[src/rtl/cpu_pipe_pkg.sv]
// Shared pipeline definitions: register-file/HI-LO widths, the writeback payload
// and the occupancy encoding used by the stage buffers.
package cpu_pipe_pkg;

  localparam int REG_ADDR_W = 5;
  localparam int XLEN       = 32;

  typedef struct packed {
    logic                  we;
    logic [REG_ADDR_W-1:0] waddr;
    logic [XLEN-1:0]       wdata;
    logic                  whilo;
    logic [XLEN-1:0]       hi;
    logic [XLEN-1:0]       lo;
  } wb_payload_t;

  typedef enum logic [1:0] {
    OCC_EMPTY = 2'd0,
    OCC_ONE   = 2'd1,
    OCC_TWO   = 2'd2
  } occ_t;

endpackage

[src/rtl/pipe_skid2.sv]
// Generic width-W pipeline buffer: 2-entry skid with registered in_ready (SKID=1)
// or a single register with combinational in_ready (SKID=0). Flush empties it.
module pipe_skid2
  import cpu_pipe_pkg::*;
#(
  parameter int W    = 8,
  parameter int SKID = 1
) (
  input  logic         clk,
  input  logic         reset_n,
  input  logic         flush,
  input  logic         in_valid,
  output logic         in_ready,
  input  logic [W-1:0] in_data,
  output logic         out_valid,
  input  logic         out_ready,
  output logic [W-1:0] out_data
);

  if (SKID != 0) begin : g_skid
    occ_t         state_reg, state_next;
    logic         ready_reg;
    logic [W-1:0] head_reg, skid_reg;
    logic         accept, pop;
    logic         load_head_in, load_head_skid, load_skid_in;

    assign accept = in_valid & ready_reg;
    assign pop    = (state_reg != OCC_EMPTY) & out_ready;

    always_ff @(posedge clk or negedge reset_n) begin
      if (!reset_n) begin
        state_reg <= OCC_EMPTY;
        ready_reg <= 1'b1;
      end else begin
        state_reg <= state_next;
        ready_reg <= (state_next != OCC_TWO);
      end
    end

    always_comb begin
      state_next = state_reg;
      if (flush) begin
        state_next = OCC_EMPTY;
      end else begin
        case (state_reg)
          OCC_EMPTY: if (accept) state_next = OCC_ONE;
          OCC_ONE: begin
            if (accept && !pop)      state_next = OCC_TWO;
            else if (pop && !accept) state_next = OCC_EMPTY;
          end
          OCC_TWO:   if (pop) state_next = OCC_ONE;
          default:   state_next = OCC_EMPTY;
        endcase
      end
    end

    // Slot load enables; flush suppresses every write so a killed entry never lands.
    always_comb begin
      load_head_in   = 1'b0;
      load_head_skid = 1'b0;
      load_skid_in   = 1'b0;
      if (!flush) begin
        case (state_reg)
          OCC_EMPTY: load_head_in = accept;
          OCC_ONE: begin
            load_head_in = accept & pop;
            load_skid_in = accept & ~pop;
          end
          OCC_TWO:   load_head_skid = pop;
          default:   load_head_in = 1'b0;
        endcase
      end
    end

    always_ff @(posedge clk or negedge reset_n) begin
      if (!reset_n) begin
        head_reg <= '0;
        skid_reg <= '0;
      end else begin
        if (load_head_in)        head_reg <= in_data;
        else if (load_head_skid) head_reg <= skid_reg;
        if (load_skid_in)        skid_reg <= in_data;
      end
    end

    always_comb begin
      out_valid = (state_reg != OCC_EMPTY);
      in_ready  = ready_reg;
      out_data  = head_reg;
    end
  end else begin : g_single
    logic         valid_reg;
    logic [W-1:0] data_reg;
    logic         accept;

    assign in_ready  = out_ready | ~valid_reg;
    assign accept    = in_valid & in_ready;
    assign out_valid = valid_reg;
    assign out_data  = data_reg;

    always_ff @(posedge clk or negedge reset_n) begin
      if (!reset_n) begin
        valid_reg <= 1'b0;
        data_reg  <= '0;
      end else begin
        if (flush)          valid_reg <= 1'b0;
        else if (accept)    valid_reg <= 1'b1;
        else if (out_ready) valid_reg <= 1'b0;
        if (!flush && accept) data_reg <= in_data;
      end
    end
  end

endmodule

[src/rtl/wb_stage_pipe.sv]
// MEM->WB stage: packs the regfile and HI/LO write fields into one buffered
// word and gates the write enables with the head-entry valid.
module wb_stage_pipe
  import cpu_pipe_pkg::*;
#(
  parameter int DATA_W = XLEN,
  parameter int ADDR_W = REG_ADDR_W,
  parameter int SKID   = 1
) (
  input  logic              clk,
  input  logic              reset_n,
  input  logic              flush,
  input  logic              in_valid,
  output logic              in_ready,
  input  logic              in_we,
  input  logic [ADDR_W-1:0] in_waddr,
  input  logic [DATA_W-1:0] in_wdata,
  input  logic              in_whilo,
  input  logic [DATA_W-1:0] in_hi,
  input  logic [DATA_W-1:0] in_lo,
  output logic              out_valid,
  input  logic              out_ready,
  output logic              out_we,
  output logic [ADDR_W-1:0] out_waddr,
  output logic [DATA_W-1:0] out_wdata,
  output logic              out_whilo,
  output logic [DATA_W-1:0] out_hi,
  output logic [DATA_W-1:0] out_lo
);

  localparam int W = 2 + ADDR_W + 3 * DATA_W;

  logic [W-1:0] in_data, head;
  logic         head_valid, head_we, head_whilo;

  assign in_data = {in_we, in_waddr, in_wdata, in_whilo, in_hi, in_lo};

  pipe_skid2 #(.W(W), .SKID(SKID)) u_buf (
    .clk       (clk),
    .reset_n   (reset_n),
    .flush     (flush),
    .in_valid  (in_valid),
    .in_ready  (in_ready),
    .in_data   (in_data),
    .out_valid (head_valid),
    .out_ready (out_ready),
    .out_data  (head)
  );

  assign {head_we, out_waddr, out_wdata, head_whilo, out_hi, out_lo} = head;

  // Stale payload may linger after a pop or flush; only the enables must be killed.
  assign out_valid = head_valid;
  assign out_we    = head_we & head_valid;
  assign out_whilo = head_whilo & head_valid;

endmodule
[config.mk]
export PLATFORM = sky130hd
export DESIGN_NAME = wb_stage_pipe
export DESIGN_NICKNAME = d
export VERILOG_FILES = /design/src/rtl/cpu_pipe_pkg.sv /design/src/rtl/pipe_skid2.sv /design/src/rtl/wb_stage_pipe.sv
export SDC_FILE = /design/constraint.sdc
export NUM_CORES = 1
export LEC_CHECK = 0
export ABC_AREA = 1
export BUFFER_PORTS_ARGS = -buffer_cell sky130_fd_sc_hd__buf_2
export CORE_MARGIN = 2
export CORE_UTILIZATION = 59
export CTS_BUF_LIST = sky130_fd_sc_hd__clkbuf_16
export CTS_CLUSTER_DIAMETER = 80
export DETAILED_ROUTE_END_ITERATION = 8
export PLACE_DENSITY = 0.86
export SLEW_MARGIN = 20
export SYNTH_ARGS = -nofsm -noshare
export SYNTH_HDL_FRONTEND = slang
export SYNTH_HIERARCHICAL = 1
export SYNTH_SLANG_ARGS = --single-unit
export TNS_END_PERCENT = 100
[constraint.sdc]
create_clock -name clk -period 3.6 [get_ports clk]
set_input_delay 0.18 -clock clk [delete_from_list [all_inputs] [get_ports clk]]
set_output_delay 0.18 -clock clk [all_outputs]
set_load 0.01 [all_outputs]
==> impl_metrics.csv <==
group,metric,value,unit
floorplanning,initial_core_util,60.4,%
critical_path,end_kind,"register",
floorplanning,row_count,46,
floorplanning,die_h,132,um
grt,antenna_found_initial,1,
placement,portBuffers,212,
layout,final_area,0.0125,mm^2
grt,grt_max_degree,206,
min_path,min_path_cells,3,
placement,hpwl,13300,um
run,max_cap_viol_count,0,
drt,drcViolationCount,0,
grt,grt_pass1_vias,8816,
timing,finClkSkew,0.00891,ns
drt,dr.pass1.iters,6,
critical_path,cp.depth,8,
timing,layout_min_cycle_time,2.67,ns
clocking,cts_resized,0,
grt,grt_pass1_wl,41900,um
clocking,clkTransAtPathRegs,0.06,ns
critical_path,critPathTopFamily,"simple AND/OR/NAND/NOR gates",
floorplanning,fp.coreArea,0.0159,mm^2
critical_path,r2r_slack,0.93,ns
drt,vias,9089,
floorplanning,die_w,132,um
pwr,internal-power,4.90,mW
layout,area_growth_syn_to_layout,29.8,%
timing,max_freq,0.375,GHz
synth,yosysUniqueCellTypes,22,
synth,synth_nets,1343,
timing,worst_slew_pin_slew,1.01,ns
pwr,p_seq_share,45.9,%
synth,postSynthAreaPerCell,7.80,um^2
clocking,cts_buffer_depth,3,
layout,drive_above_1_share,17.5,%
grt,gr-total-overflow,0,
critical_path,critPathKind,"register to register",
critical_path,rr_worst_depth,8,
placement,postPlaceCellArea,0.0107,mm^2
critical_path,cp.required,3.96,ns
drt,antenna_left,0,
floorplanning,pin_count,213,
pwr,total_power,6.93,mW
pwr,p_leak,6.77,nW
clocking,cts_setup_buffers,0,
min_path,hp-class,"input port to register",
critical_path,crit_slowest_cell,"buf_4",
timing,setup_violations,0,
drt,wl_per_cell,14.8,um
timing,fin_crit_sh,74.1,%
drt,wl,25700,um
pwr,ir_worst_vdd,0.412,mV
synth,yosysTopAreaCellShare,54.0,%
clocking,clk_latency,0.50,ns
timing,rsz0062_at_grt,"no",
clocking,htree_levels,1,
clocking,cts_tree,"done",
critical_path,cp.arrival,3.03,ns
timing,hold_viol,0,
status,status,"finished clean",
pwr,clockPowerShare,34.2,%
critical_path,cp_num_buf_inv,2,
drt,vias_per_cell,5.22,
clocking,cts_buffers,22,
grt,grt_use_total,29.0,%
synth,seq_area_frac_synth,54.3,%
critical_path,critPathMaxStageDelay,0.56,ns
pwr,swShare,29.2,%
synth,synth.area.top_cells,"dfrtp_1, nand2_1, o21ai_0",
layout,fillCellCount,972,
timing,slew_headroom,32.6,%
critical_path,cp-start-kind,"register",
synth,postSynthCellCount,1235,
synth,synth_warnings,6,
clocking,clock_sinks,209,
clocking,cts_root_buffer,"clkbuf_16",
synth,synth-edff-count,0,
timing,maxSlewViolCount,0,
timing,finalSetupTns,0,ns
synth,yosys.area.top_type,"dfrtp_1",
synth,synth_seq_cells,209,
critical_path,critical_path.most_common_cell,"nand2_1",
pwr,powerDensity,554,mW/mm^2
synth,synthTopCellsByCount,"nand2_1, dfrtp_1, inv_1",
clocking,holdBufCountCts,102,
synth,async_reset_ff_share,100,%
critical_path,path_cells,"nand2_1 -> nor2_2 -> nand2_8 -> clkinv_2 -> buf_4 -> nand2_1 -> nand2_1 -> nand2_1",
pwr,p_sw,2.03,mW
pwr,p_comb_share,20.0,%
placement,gp_congestion,0.796,
synth,yosysMostFrequentCell,"nand2_1",
layout,nNetsFinal,1615,
critical_path,crit_path_max_fanout,98,
drt,drtIter0Drc,895,
floorplanning,dieArea,0.0174,mm^2
synth,synthFlopType,"dfrtp_1",
synth,netlist_area,0.00963,mm^2
==> path summary, 6_finish.rpt <==
check                                                 startpoint                                    end
max in group asynchronous                                reset_n         u_buf/out_data[58]$_DFFE_PN0P_
setup reg to reg                        u_buf/in_ready$_DFF_PN1_          u_buf/out_data[4]$_DFFE_PN0P_
setup / recovery                        u_buf/in_ready$_DFF_PN1_          u_buf/out_data[4]$_DFFE_PN0P_
hold / removal                                      in_wdata[15]  u_buf/g_skid.skid_reg[80]$_DFFE_PN0P_
min in group asynchronous                                reset_n          u_buf/out_data[9]$_DFFE_PN0P_
hold reg to reg            u_buf/g_skid.skid_reg[74]$_DFFE_PN0P_  u_buf/g_skid.skid_reg[74]$_DFFE_PN0P_
==> worst reg2reg max path: stages, from the launching register on <==
cell      delay (ns)
dfstp_2         0.53
nand2_1         0.09
nor2_2          0.43
nand2_8         0.40
clkinv_2        0.17
buf_4           0.56
nand2_1         0.18
nand2_1         0.11
nand2_1         0.07
==> layer usage <==
metal	vias up	track usage (%)	part of all wire [%]
li1	4338	-	-
met1	4243	36.9	39
met2	411	48.7	50
met3	97	5.00	6.6
met4	0	13.6	4.4
met5	-	0	0
==> power groups by stage <==
| stage | clock network, mW | logic (mW) | registers, mW |
|---|---|---|---|
| after detailed placement | 0 | 1.25 | 3.19 |
| after floorplan | 0 | 0.672 | 3.24 |
| final | 2.37 | 1.38 | 3.18 |
| after global routing | 2.52 | 1.57 | 3.23 |
| after global placement | 0 | 1.20 | 3.17 |
| after CTS | 2.40 | 1.35 | 3.16 |
==> layout make-up <==
| cell class | instances | area [um^2] | area share [%] |
|---|---|---|---|
| diodes | 1 | 2.50 | 0.0200 |
| clock buffers | 23 | 576 | 4.60 |
| clock inverters | 17 | 180 | 1.44 |
| inverters | 211 | 793 | 6.34 |
| multi-input cells | 738 | 3240 | 25.9 |
| flip-flops and latches | 209 | 5230 | 41.8 |
| well taps | 216 | 270 | 2.16 |
| repair buffers | 325 | 2220 | 17.7 |
==> layout by cell type, fill, tap and decap left out, types with 2 or more instances in the layout <==
cell type / count
dfrtp_1: 208
bufinv_16: 4
clkinv_1: 3
inv_2: 2
buf_2: 211
nand3_1: 109
buf_12: 2
dlygate4sd3_1: 102
inv_1: 211
buf_4: 8
a21oi_1: 2
nand2_1: 418
clkinv_2: 7
o21ai_0: 169
o21ai_1: 33
nand2_8: 2
clkbuf_16: 23
==> through the flow <==
step                cells  hold WS [ns]  setup slack [ns]  util [%]
finish               1740        0.0317             0.934      78.4
global route         1740        0.0112             0.766      78.4
CTS                  1738       0.00637             0.986      78.3
detailed placement   1596         0.317              1.04      67.1
global placement     1596         0.311              1.14      67.1
floorplan            1235        -0.116              2.08         -
==> kinds of logic after synthesis <==
logic type / count (synthesis) / share of synthesized area, %
AOI/OAI and AO/OA: 205 / 10.8
buffers and inverters: 288 / 12.4
DFF: 209 / 54.3
and+or+nand+nor: 533 / 22.6
(Power assumes the default switching activity.)
